$ cat src/rtl/axis_skew_feed.sv
// AXIS front end for the systolic skew stage: 2-entry registered skid buffer
// feeding the shared advance enable, with N zero beats appended per packet.
//
// state  | meaning
// STREAM | issue buffered beats whenever the array advances
// FLUSH  | inject zero beats until the skew triangle has drained
module axis_skew_feed #(
  parameter int R  = 4,
  parameter int W  = 8,
  parameter int N  = 3,
  parameter int WC = 16
) (
  input  logic          c,
  input  logic          rg,
  input  logic          s_valid,
  output logic          s_ready,
  input  logic [R*W-1:0] s_data,
  input  logic          s_last,
  input  logic          m_ready,
  output logic          e,
  output logic [R*W-1:0] d,
  output logic          v,
  output logic          flush,
  output logic          done,
  output logic [WC-1:0] beats
);

  localparam int FW = $clog2(N + 2);

  typedef enum logic {STREAM, FLUSH} state_t;

  state_t         state, state_nxt;
  logic [FW-1:0]  fcnt, fcnt_nxt;
  logic [R*W-1:0] buf_d [2];
  logic           buf_l [2];
  logic           rd_ptr, wr_ptr;
  logic [1:0]     cnt, cnt_nxt;
  logic           push, pop, fin;
  logic [R*W-1:0] head_d;
  logic           head_l;

  assign push   = s_valid && s_ready;
  assign head_d = buf_d[rd_ptr];
  assign head_l = buf_l[rd_ptr];

  always_comb begin
    cnt_nxt = cnt;
    case ({push, pop})
      2'b10:   cnt_nxt = cnt + 2'd1;
      2'b01:   cnt_nxt = cnt - 2'd1;
      default: cnt_nxt = cnt;
    endcase
  end

  always_ff @(posedge c or posedge rg) begin
    if (rg) begin
      state <= STREAM;
      fcnt  <= '0;
    end else begin
      state <= state_nxt;
      fcnt  <= fcnt_nxt;
    end
  end

  // The last data beat either opens the drain window or, with N=0, closes the packet.
  always_comb begin
    state_nxt = state;
    fcnt_nxt  = fcnt;
    fin       = 1'b0;
    pop       = 1'b0;
    e         = 1'b0;
    v         = 1'b0;
    flush     = 1'b0;
    case (state)
      STREAM: begin
        if (m_ready && cnt != 2'd0) begin
          e   = 1'b1;
          v   = 1'b1;
          pop = 1'b1;
          if (head_l) begin
            if (N > 0) begin
              state_nxt = FLUSH;
              fcnt_nxt  = FW'(N);
            end else begin
              fin = 1'b1;
            end
          end
        end
      end
      FLUSH: begin
        flush = 1'b1;
        if (m_ready) begin
          e        = 1'b1;
          fcnt_nxt = fcnt - FW'(1);
          if (fcnt == FW'(1)) begin
            state_nxt = STREAM;
            fin       = 1'b1;
          end
        end
      end
      default: state_nxt = STREAM;
    endcase
  end

  assign d = v ? head_d : '0;

  always_ff @(posedge c or posedge rg) begin
    if (rg) begin
      buf_d[0] <= '0;
      buf_d[1] <= '0;
      buf_l[0] <= 1'b0;
      buf_l[1] <= 1'b0;
      rd_ptr   <= 1'b0;
      wr_ptr   <= 1'b0;
      cnt      <= 2'd0;
      s_ready  <= 1'b0;
      done     <= 1'b0;
      beats    <= '0;
    end else begin
      if (push) begin
        buf_d[wr_ptr] <= s_data;
        buf_l[wr_ptr] <= s_last;
        wr_ptr        <= ~wr_ptr;
      end
      if (pop) rd_ptr <= ~rd_ptr;
      cnt     <= cnt_nxt;
      s_ready <= (cnt_nxt < 2'd2);
      done    <= fin;
      if (fin)
        beats <= '0;
      else if (pop && beats != '1)
        beats <= beats + WC'(1);
    end
  end

endmodule
$ cat config.mk
export PLATFORM = sky130hd
export DESIGN_NAME = axis_skew_feed
export DESIGN_NICKNAME = d
export VERILOG_FILES = /design/src/rtl/axis_skew_feed.sv
export SDC_FILE = /design/constraint.sdc
export NUM_CORES = 1
export LEC_CHECK = 0
export CAP_MARGIN = 20
export CORE_ASPECT_RATIO = 1.25
export CORE_UTILIZATION = 48
export CTS_BUF_LIST = sky130_fd_sc_hd__clkbuf_8
export DETAILED_ROUTE_END_ITERATION = 10
export GPL_ROUTABILITY_DRIVEN = 0
export PLACE_DENSITY = 0.79
export SYNTH_ARGS = -nofsm -noshare
export SYNTH_HDL_FRONTEND = slang
export SYNTH_SLANG_ARGS = --single-unit
export TNS_END_PERCENT = 30
$ cat constraint.sdc
create_clock -name c -period 3.5 [get_ports c]
set_input_delay 1.05 -clock c [delete_from_list [all_inputs] [get_ports c]]
set_output_delay 1.05 -clock c [all_outputs]
set_load 0.01 [all_outputs]
==> results.sh <==
export IMPL_status="completed"
export IMPL_totalPowerFinal_w=0.004161
export IMPL_clk_pin_slew_worst_paths_ps=80
export IMPL_ys_ff_latch=92
export IMPL_routed_wl_mm=8.809
export IMPL_ios=90
export IMPL_crit_path_start_kind="input port"
export IMPL_synth_async_reset_ratio=1.000
export IMPL_maxCapViolCount=0
export IMPL_slew_headroom=0.4066
export IMPL_die_x_um=86.83
export IMPL_hp_class="flop to flop"
export IMPL_synth_cell_types=44
export IMPL_overflow=0
export IMPL_cts_root_buf="clkbuf_8"
export IMPL_drtPass1Iterations=4
export IMPL_maxSlewViolCount=0
export IMPL_seqPwrFrac=0.441
export IMPL_synthToLayoutAreaGrowth_pct=26.31
export IMPL_yosysSeqAreaShare=0.5332
export IMPL_critPathKind="input port to output port"
export IMPL_yosysWarnings=0
export IMPL_ir_drop_uv=458.7
export IMPL_ant_nets=0
export IMPL_rows=38
export IMPL_grt_pass1_wl_mm=14.50
export IMPL_dp_hpwl_mm=5.943
export IMPL_first_global_vias=3038
export IMPL_switching_power_w=0.001342
export IMPL_synthCells=357
export IMPL_routedWlPerCell_um=15.40
export IMPL_syn_num_nets=398
export IMPL_hold_violations=0
export IMPL_drt_iter0_drc=127
export IMPL_diodes=0
export IMPL_setup_viol=0
export IMPL_cts_sinks=92
export IMPL_power_frac_clock=0.186
export IMPL_pwr_density_cell_nw_per_um2=763.0
export IMPL_leakagePower_nw=2.469
export IMPL_core_um2=8701
export IMPL_initial_core_util=0.4963
export IMPL_p_sw_frac=0.3224
export IMPL_final_period_utilization=0.9990
export IMPL_syn_area_um2=4318
export IMPL_fp_dieH_um=108.0
export IMPL_vias=3064
export IMPL_final_area_um2=5454
export IMPL_drcViolationCount=0
export IMPL_layout_nets=488
export IMPL_fmax_ghz=0.2860
export IMPL_fin_skew_ps=5.378
export IMPL_cts_path_max_buffers=2
export IMPL_cts_made_buffers=9
export IMPL_critical_path_arrival_ps=2450
export IMPL_htree_levels=3
export IMPL_endpoint_kind="output port"
export IMPL_pwr_share_comb=0.373
export IMPL_via_per_inst=5.357
export IMPL_worst_slew_pin_transition_ps=890.2
export IMPL_grt_use_total=0.2024
export IMPL_synth_flop_cell="dfrtp_1"
export IMPL_grt_max_degree=49
export IMPL_antenna_found_initial=0
export IMPL_die_area_um2=9381
export IMPL_postSynthAreaPerCell_um2=12.09
export IMPL_rsz0062_at_grt="yes"
export IMPL_cp_max_fo=35
export IMPL_drive_gt1_frac=0.2987
export IMPL_synth_edf_count=0
export IMPL_p_int_w=0.002820
export IMPL_min_period_ps=3496
export IMPL_required_ps=2450
export IMPL_placed_area_um2=5370
export IMPL_ctsHoldBuffers=0
export IMPL_io_buffer_count=89
export IMPL_worst_skew_pair_late_latency_ps=360
export IMPL_cts_tree="yes"
-- kinds of logic after synthesis --
group / count (synthesis) / share of synthesized area
and+or+nand+nor: 95 / 0.1142
adders and majority gates: 4 / 0.01159
DFF: 92 / 0.5332
AOI/OAI and AO/OA: 32 / 0.04550
xor gates and xnor gates: 7 / 0.01420
buffers and inverters: 27 / 0.03042
muxes: 100 / 0.2509
-- cell type report --
| cell class | count | area [um2] |
|---|---|---|
| Multi-Input combinational cell | 238 | 1892 |
| Sequential cell | 92 | 2303 |
| Tap cell | 120 | 150.1 |
| Timing Repair Buffer | 98 | 859.6 |
| Clock buffer | 10 | 137.6 |
| Fill cell | 717 | 3247 |
| Clock inverter | 6 | 80.08 |
| Inverter | 8 | 31.28 |
-- final timing paths --
path,start,end,slack [ps],depth (start not counted)
setup / recovery,m_ready,d[2],4,6
hold / removal,buf_d[40],buf_d[40],510,1
setup reg to reg,cnt[0],s_ready,1470,9
hold reg to reg,buf_d[40],buf_d[40],510,1
max in group asynchronous,rg,rd_ptr,1870,3
min in group asynchronous,rg,fcnt[1],970,2
-- critical path, stage by stage --
cell	delay, ps
clkdlybuf4s50_1	490
o21ai_2	60
or2_1	240
buf_12	180
nor2_1	160
clkdlybuf4s15_2	240
-- synthesized netlist by cell type (2+ instances only) --
master,instances,area share
o21ai_0,13,0.015
dfrtp_1,92,0.53
nand2_1,12,0.010
and3_1,2,0.0029
xnor2_1,4,0.0081
mux2i_1,34,0.079
a21oi_1,7,0.0081
xor2_1,3,0.0061
nor3_1,4,0.0046
mux2_2,66,0.17
clkbuf_1,4,0.0035
ha_1,4,0.012
a21o_2,2,0.0041
nor4_1,2,0.0029
or3_1,3,0.0043
buf_2,5,0.0058
nand4_1,7,0.010
buf_6,3,0.0078
nor2_1,42,0.037
buf_1,6,0.0052
inv_1,8,0.0070
nand3_1,12,0.014
-- metrics by stage --
| stage | util | std cells | TNS, ps | hold WS (ps) | setup WS (ps) |
|---|---|---|---|---|---|
| finish | 0.6268 | 572 | 0 | 507.2 | 3.613 |
| global route | 0.6268 | 572 | -154.2 | 518.2 | -46.74 |
| CTS | 0.6395 | 572 | -0.5267 | 511.0 | -0.5267 |
| detailed placement | 0.6172 | 556 | -8637 | 492.8 | -313.7 |
| global placement | 0.6172 | 556 | -8015 | 485.5 | -303.8 |
| floorplan | - | 357 | 0 | 459.9 | 58.04 |
-- cells in the final DEF (no fill, tap or decap), drive strengths merged, types with 3 or more instances in the layout --
cell and count:
dfrtp 92, xnor2 4, o21ai 15, mux2 66, nor2 43, nor4 3
or3 3, a21oi 7, mux2i 34, ha 4, clkdlybuf4s15 4, nand4 8
nor3 4, clkdlybuf4s50 56, xor2 3, nand3 13, a21o 3, nand2 12
clkbuf 38, buf 9, inv 9
-- registers in the layout, indices dropped and copies added, names as in the netlist, named ones only --
name,flops
done,1
s_ready,1
cnt,1
rd_ptr,1
fcnt,3
wr_ptr,1
state,1
beats,16
buf_l,2
buf_d,64
-- power by group through the flow --
stage	Sequential [W]	Clock, W	Combinational [W]
floorplan	0.00176	0	0.00117
global placement	0.00182	0	0.00159
detailed placement	0.00186	0	0.00163
CTS	0.00184	0.000789	0.00160
global route	0.00189	0.000837	0.00170
finish	0.00184	0.000773	0.00155
-- layer usage --
layer  global-route usage  part of all wire  up-vias
met4              0.08810             0.020        0
met2               0.3375              0.50       84
met3              0.05496             0.055       12
li1                     -                 -     1443
met5                    0                 0        -
met1               0.2452              0.42     1525
-- repair_timing --
| item | 4_1_cts | 5_1_grt |
|---|---|---|
| buffers inserted | 0 | 0 |
| endpoints found under the hold margin | 0 | 0 |
| resized for setup | 46 | 52 |
| setup endpoints to repair | 33 | 32 |
No activity file was read; power rests on OpenSTA's default activity.
